--- src/rtl/udp_cmd_rx_decoder.sv ---
// Decodes 8-byte command datagrams from the UDP receive path into the transmit-side
// configuration registers, with saturating good/bad command counters.
//
// state    | meaning
// ---------+-----------------------------------------------------------
// IDLE     | waiting for the rising edge of app_rx_data_valid
// HDR      | checking bytes 1-3: magic low byte, opcode, address
// DATA     | shifting in bytes 4-7 as DATA[31:0], MSB first
// WAIT_END | discarding bytes until app_rx_data_valid drops
module udp_cmd_rx_decoder #(
  parameter logic [15:0] CMD_PORT       = 16'd8080,
  parameter logic [15:0] DEF_UDP_LENGTH = 16'd2050,
  parameter logic [31:0] DEF_DST_IP     = 32'hC0A8F002,
  parameter logic [15:0] DEF_DST_PORT   = 16'd8080,
  parameter logic [1:0]  DEF_TRI_SPEED  = 2'b10
) (
  input  logic        udp_clk,
  input  logic        rst_n,
  input  logic        app_rx_data_valid,
  input  logic [7:0]  app_rx_data,
  input  logic [15:0] app_rx_data_length,
  input  logic [15:0] app_rx_port_num,
  output logic        cfg_stream_en,
  output logic [1:0]  cfg_tri_speed,
  output logic [15:0] cfg_udp_length,
  output logic [31:0] cfg_dst_ip,
  output logic [15:0] cfg_dst_port,
  output logic        cmd_strobe,
  output logic [15:0] cmd_ok_cnt,
  output logic [15:0] cmd_err_cnt
);

  localparam logic [1:0] S_IDLE     = 2'd0;
  localparam logic [1:0] S_HDR      = 2'd1;
  localparam logic [1:0] S_DATA     = 2'd2;
  localparam logic [1:0] S_WAIT_END = 2'd3;

  localparam logic [7:0] OP_WRITE = 8'h01;
  localparam logic [7:0] OP_CLEAR = 8'h03;

  logic [1:0]  state;
  logic        prev_valid;
  logic        bad;
  logic        commit_pend;
  logic [2:0]  byte_cnt;
  logic [7:0]  opcode;
  logic [7:0]  addr;
  logic [31:0] data_sr;
  logic        start;

  assign start = app_rx_data_valid & ~prev_valid;

  function automatic logic [15:0] sat_inc(input logic [15:0] v);
    return (v == 16'hFFFF) ? v : v + 16'd1;
  endfunction

  always_ff @(posedge udp_clk) begin
    if (!rst_n) begin
      state          <= S_IDLE;
      prev_valid     <= 1'b1;  // a datagram in flight at reset release is never started
      bad            <= 1'b0;
      commit_pend    <= 1'b0;
      byte_cnt       <= 3'd0;
      opcode         <= 8'h00;
      addr           <= 8'h00;
      data_sr        <= 32'h0;
      cfg_stream_en  <= 1'b0;
      cfg_tri_speed  <= DEF_TRI_SPEED;
      cfg_udp_length <= DEF_UDP_LENGTH;
      cfg_dst_ip     <= DEF_DST_IP;
      cfg_dst_port   <= DEF_DST_PORT;
      cmd_strobe     <= 1'b0;
      cmd_ok_cnt     <= 16'h0;
      cmd_err_cnt    <= 16'h0;
    end else begin
      prev_valid  <= app_rx_data_valid;
      cmd_strobe  <= 1'b0;
      commit_pend <= 1'b0;

      if (commit_pend) begin
        cmd_strobe <= 1'b1;
        if (opcode == OP_CLEAR) begin
          cmd_ok_cnt  <= 16'h0;
          cmd_err_cnt <= 16'h0;
        end else begin
          cmd_ok_cnt <= sat_inc(cmd_ok_cnt);
          case (addr)
            8'h00: begin
              cfg_stream_en <= data_sr[0];
              cfg_tri_speed <= data_sr[2:1];
            end
            8'h01:   cfg_udp_length <= data_sr[15:0];
            8'h02:   cfg_dst_ip     <= data_sr;
            8'h03:   cfg_dst_port   <= data_sr[15:0];
            default: ;
          endcase
        end
      end

      case (state)
        S_IDLE: begin
          if (start) begin
            byte_cnt <= 3'd1;
            bad      <= (app_rx_port_num != CMD_PORT) ||
                        (app_rx_data_length != 16'd8) ||
                        (app_rx_data != 8'hA5);
            state    <= S_HDR;
          end
        end
        S_HDR: begin
          if (!app_rx_data_valid) begin
            cmd_err_cnt <= sat_inc(cmd_err_cnt);
            state       <= S_IDLE;
          end else begin
            byte_cnt <= byte_cnt + 3'd1;
            case (byte_cnt)
              3'd1: if (app_rx_data != 8'h5A) bad <= 1'b1;
              3'd2: begin
                opcode <= app_rx_data;
                if (app_rx_data != OP_WRITE && app_rx_data != OP_CLEAR) bad <= 1'b1;
              end
              3'd3: begin
                addr  <= app_rx_data;
                if (opcode == OP_WRITE && app_rx_data > 8'h03) bad <= 1'b1;
                state <= S_DATA;
              end
              default: ;
            endcase
          end
        end
        S_DATA: begin
          if (!app_rx_data_valid) begin
            cmd_err_cnt <= sat_inc(cmd_err_cnt);
            state       <= S_IDLE;
          end else begin
            data_sr  <= {data_sr[23:0], app_rx_data};
            byte_cnt <= byte_cnt + 3'd1;
            if (byte_cnt == 3'd7) begin
              if (bad) cmd_err_cnt <= sat_inc(cmd_err_cnt);
              else     commit_pend <= 1'b1;
              state <= S_WAIT_END;
            end
          end
        end
        default: begin
          if (!app_rx_data_valid) state <= S_IDLE;
        end
      endcase
    end
  end

endmodule

--- config.mk ---
export PLATFORM = sky130hd
export DESIGN_NAME = udp_cmd_rx_decoder
export DESIGN_NICKNAME = d
export VERILOG_FILES = /design/src/rtl/udp_cmd_rx_decoder.sv
export SDC_FILE = /design/constraint.sdc
export NUM_CORES = 1
export LEC_CHECK = 0
export CAP_MARGIN = 20
export CORE_MARGIN = 3
export CORE_UTILIZATION = 50
export CTS_CLUSTER_SIZE = 25
export DETAILED_ROUTE_END_ITERATION = 8
export GPL_TIMING_DRIVEN = 0
export PLACE_DENSITY = 0.85
export SLEW_MARGIN = 30
export SYNTH_ARGS = -nofsm -noshare
export SYNTH_HDL_FRONTEND = slang
export SYNTH_SLANG_ARGS = --single-unit
export TNS_END_PERCENT = 10
--- constraint.sdc ---
create_clock -name udp_clk -period 5.6 [get_ports udp_clk]
set_clock_uncertainty 0.05 [all_clocks]
set_input_delay 1.68 -clock udp_clk [delete_from_list [all_inputs] [get_ports udp_clk]]
set_output_delay 1.68 -clock udp_clk [all_outputs]
set_load 0.02 [all_outputs]
==> summary.txt <==
Power
  – Static leakage: between 3 and 4 nW
  – Maximum vdd ir drop: about 0.00018 V
  – Total power density per cell area: around 280 nW/um^2
  – Proportion of power drawn by the clock network: between 40% and 50%
  – Internal Dissipation: slightly below 2 mW
  – Combinational share of power: a little over 7%
  – Switching power summed over all nets: 0.571 mW
  – Proportion of power drawn by flip-flops and latches: between 40 and 50%
  – Switching Fraction: around 23%

Min path
  – Hold path cells: 2
  – Classification of the worst-slack hold path: reg2reg
  – Endpoint of the worst hold path: cfg_dst_ip[16]
  – Worst hold start: cfg_dst_ip[16]

Die
  – Die Height: 122 microns
  – Die Area: around 15000 sq um
  – I/O pin count: 143
  – Number of core rows: just over 40
  – Core Area: between 10000 and 15000 sq um
  – Overall die width: roughly 120 microns
  – Effective utilization at floorplan: between 50 and 60%

Setup path
  – Setup slack of the worst register-to-register path: 2.93 ns
  – Setup CP Type: in2reg
  – Type of element capturing the critical path: register
  – Endpoint of the worst register-to-register path: cmd_err_cnt[7]
  – Number of buffer and inverter instances along the worst setup path: 3
  – Dominant delay contributor by cell family on the critical path: buffers and inverters
  – Critical-path top delay cell: sky130_fd_sc_hd__o211ai_1
  – Launching point of the worst reg2reg path: state[1]
  – Top cell by count, worst path: sky130_fd_sc_hd__clkbuf_1
  – Worst-path cell chain: clkdlybuf4s50_1, clkbuf_1, o21ba_2, o211ai_1, clkbuf_1, a21oi_1, o21ai_0, o41ai_1
  – Critical Path Source Type: input pin
  – CP peak stage delay: roughly 0.62 ns
  – Cell count of the worst reg-to-reg path: 9
  – Data arrival at the endpoint of the critical path: just over 4 ns
  – Timing startpoint of the critical path: app_rx_data_valid
  – Worst endpoint required time: 5.85 ns
  – Largest driver fanout on the critical path: 10

Yosys
  – Cell count after synthesis: about 800
  – Post-synthesis share of cell area spent on and, or, nand and nor gates: 25.0%
  – EDFF count, synth: 0
  – Seq cells post-synth: around 160
  – Mux cell area share after synthesis: under 10%
  – Cell types with the highest counts after synthesis: sky130_fd_sc_hd__nand2_1, sky130_fd_sc_hd__dfxtp_1, sky130_fd_sc_hd__nand3_1, sky130_fd_sc_hd__o21ai_0, sky130_fd_sc_hd__a21boi_0
  – Async set-or-reset flop fraction in the synthesized netlist: 0%
  – Average cell area after synthesis: 8.55 sq um
  – Area fraction in compound gates after synthesis: 16.3%
  – Seq/Total Area, Yosys: between 40% and 50%
  – Post-Synth XOR/XNOR Area: under 10%
  – Fraction of post-synthesis cell area in the top cell type by area: a little under half
  – Warning count from the yosys run: 0
  – Post-synthesis adder-cell area fraction: between 2 and 2.5%
  – Main combinational cell family by area after synthesis: simple AND/OR/NAND/NOR gates
  – Most frequent cell after synthesis: sky130_fd_sc_hd__nand2_1
  – Main area contributors after synthesis: sky130_fd_sc_hd__dfxtp_1, sky130_fd_sc_hd__nand2_1, sky130_fd_sc_hd__a21boi_0, sky130_fd_sc_hd__nand3_1, sky130_fd_sc_hd__mux2i_1
  – Synth area leader: sky130_fd_sc_hd__dfxtp_1
  – Mapped Nets: 835
  – Count of different cell masters after synthesis: 64
  – Cell area after synthesis: between 6000 and 7000 sq um
  – Predominant post-synthesis flop cell: sky130_fd_sc_hd__dfxtp_1

Global route
  – Number of global-route vias before repair: 6040
  – Grt ovf: 0
  – Largest net degree at the start of global routing: 17
  – Global-route wire length before repair: roughly 30000 microns
  – Initial antenna violation count: 0
  – Global routing usage summed across all routing layers: between 20% and 30%

Clock tree
  – Worst skew pair latency: roughly 0.42 ns
  – Buffers from clock root to sink, at most: 2
  – Clock tree from TritonCTS: done
  – Root buf cell: sky130_fd_sc_hd__clkbuf_16
  – Cts repair resizes: 0
  – Hold-fix buffer count after cts: 0
  – Setup bufs post-CTS: 0
  – Clock Sinks: approximately 160
  – Depth of the CTS H-tree: 4
  – Number of CTS-inserted buffers: 17
  – Clock slew seen by the registers of the worst setup and hold paths: 0.06 ns

Layout
  – Fill count: slightly above 1000
  – Area Overhead vs Synth: 33.6%
  – Area used by multi-input combinational logic: 3300 sq um
  – Proportion of layout cells with a drive suffix above 1: about 5.7%
  – Number of nets in the finished design: 995
  – Area occupied by registers: roughly 3100 sq um
  – Total inserted antenna cells: 0

Route
  – Wirelength, routed: approximately 19000 microns
  – Post-DRT Antenna Nets: 0
  – Post-DR wirelength/cell: 16.7 microns
  – DRT Pass-1 Iters: 5
  – Violation count after the first detailed-routing iteration: ~510
  – Count of vias placed by the detailed router: 6303
  – Routed vias/inst: between 5 and 6
  – DRC: 0

Placed design
  – Number of input and output port buffers inserted: roughly 140
  – Setup slack at placement: about 1.3 ns
  – Routability congestion estimate: 0.892
  – Total half-perimeter wirelength after legalization and detailed placement: ~13000 microns

Job
  – Max-cap violation count: 0

STA
  – Setup repair after global routing missed its margin: false
  – Headroom to the max-slew limit: approximately 50%
  – Pins Over Slew Limit: 0
  – Worst setup margin: roughly 1.7 ns
  – Final setup vio count: 0
  – Worst Max-Slew Pin Slew: around 0.77 ns
  – Fraction of the cycle the final worst path needs: 69.5%
  – Count of endpoints failing hold in the final timing report: 0
  – Peak Freq: between 200 and 300 MHz
  – Final Critical Period: a little under 4 ns
  – Setup_tns: 0 ns

Status
  – Status: completed
[state kept, by name, summed over array words and instances, names as in the netlist, 2 cells and up]
name            flops
cmd_ok_cnt         16
opcode              8
byte_cnt            3
data_sr            32
cfg_udp_length     16
cfg_dst_port       16
cfg_tri_speed       2
addr                8
state               2
cmd_err_cnt        16
cfg_dst_ip         32
[per-stage QoR]
step	power (mW)	cell area [sq um]	hold WS (ns)	cells	utilization [%]
after floorplan	1.25	6670	0.384	781	-
after global placement	1.32	8300	0.387	1094	64.7
after detailed placement	1.33	8300	0.394	1094	64.7
after CTS	2.52	8910	0.404	1126	69.5
after global routing	2.59	8910	0.419	1126	69.5
final	2.51	8910	0.405	1126	69.5
[power by group through the flow]
stage	clock network (mW)	registers, mW	logic, mW
6_report	1.21	1.13	0.179
5_1_grt	1.26	1.13	0.197
4_1_cts	1.22	1.13	0.177
3_5_place_dp	0	1.15	0.177
3_3_place_gp	0	1.15	0.173
2_1_floorplan	0	1.15	0.105
[area by class of cell]
cell class,instances,area share [%]
multi-input cells,566,37.0
plain buffers,48,2.34
repair buffers,141,15.8
clock inverters,13,1.92
well taps,172,2.41
flip-flops and latches,156,35.0
clock buffers,19,4.97
inverters,11,0.463
[layout by cell type, fill, tap and decap left out, types with 6 or more instances in the layout]
master	instances
sky130_fd_sc_hd__ha_1	11
sky130_fd_sc_hd__buf_2	8
sky130_fd_sc_hd__nand4_1	12
sky130_fd_sc_hd__a21boi_0	47
sky130_fd_sc_hd__clkinv_2	7
sky130_fd_sc_hd__nor2_1	28
sky130_fd_sc_hd__clkbuf_16	17
sky130_fd_sc_hd__clkdlybuf4s50_1	141
sky130_fd_sc_hd__nor2b_1	8
sky130_fd_sc_hd__nand2_1	171
sky130_fd_sc_hd__a21oi_1	18
sky130_fd_sc_hd__nor4_1	6
sky130_fd_sc_hd__xnor2_1	12
sky130_fd_sc_hd__and4_1	7
sky130_fd_sc_hd__clkbuf_1	33
sky130_fd_sc_hd__nand3_1	65
sky130_fd_sc_hd__inv_1	11
sky130_fd_sc_hd__o21ai_0	53
sky130_fd_sc_hd__nor3_1	12
sky130_fd_sc_hd__o21ai_1	8
sky130_fd_sc_hd__dfxtp_1	156
sky130_fd_sc_hd__mux2i_1	30
sky130_fd_sc_hd__or3_1	6
[metal layers]
metal  routed length, microns  up-vias  track usage [%]
met5                        0        -                0
met2                     8880      211             41.2
met4                      461        0             9.94
met1                     8240     2974             33.5
met3                     1160       41             6.45
li1                         -     3077                -
[worst register-to-register path, delay by kind of cell, from the launching register on]
family | cells | cell delay, ns
AO/OA/AOI/OAI | 5 | 1.22
adder cells (fa/ha/maj) | 1 | 0.19
buffers and inverters | 3 | 0.72
flip-flops | 1 | 0.37
[worst max-delay path by stage]
| stage | end | depth (start not counted) |
|---|---|---|
| floorplan | cmd_err_cnt[7] | 7 |
| global placement | cmd_err_cnt[7] | 8 |
| detailed placement | cmd_err_cnt[7] | 8 |
| CTS | cmd_err_cnt[7] | 8 |
| global route | cmd_err_cnt[7] | 8 |
| finish | cmd_err_cnt[7] | 8 |
[kinds of logic after synthesis]
| logic type | count (synthesis) |
|---|---|
| simple gates | 348 |
| compound gates | 165 |
| flops | 156 |
| buf+inv | 59 |
| mux | 30 |
| xor+xnor | 12 |
| fa+ha+maj | 11 |
Note: power is estimated with default switching activity, not from simulation.
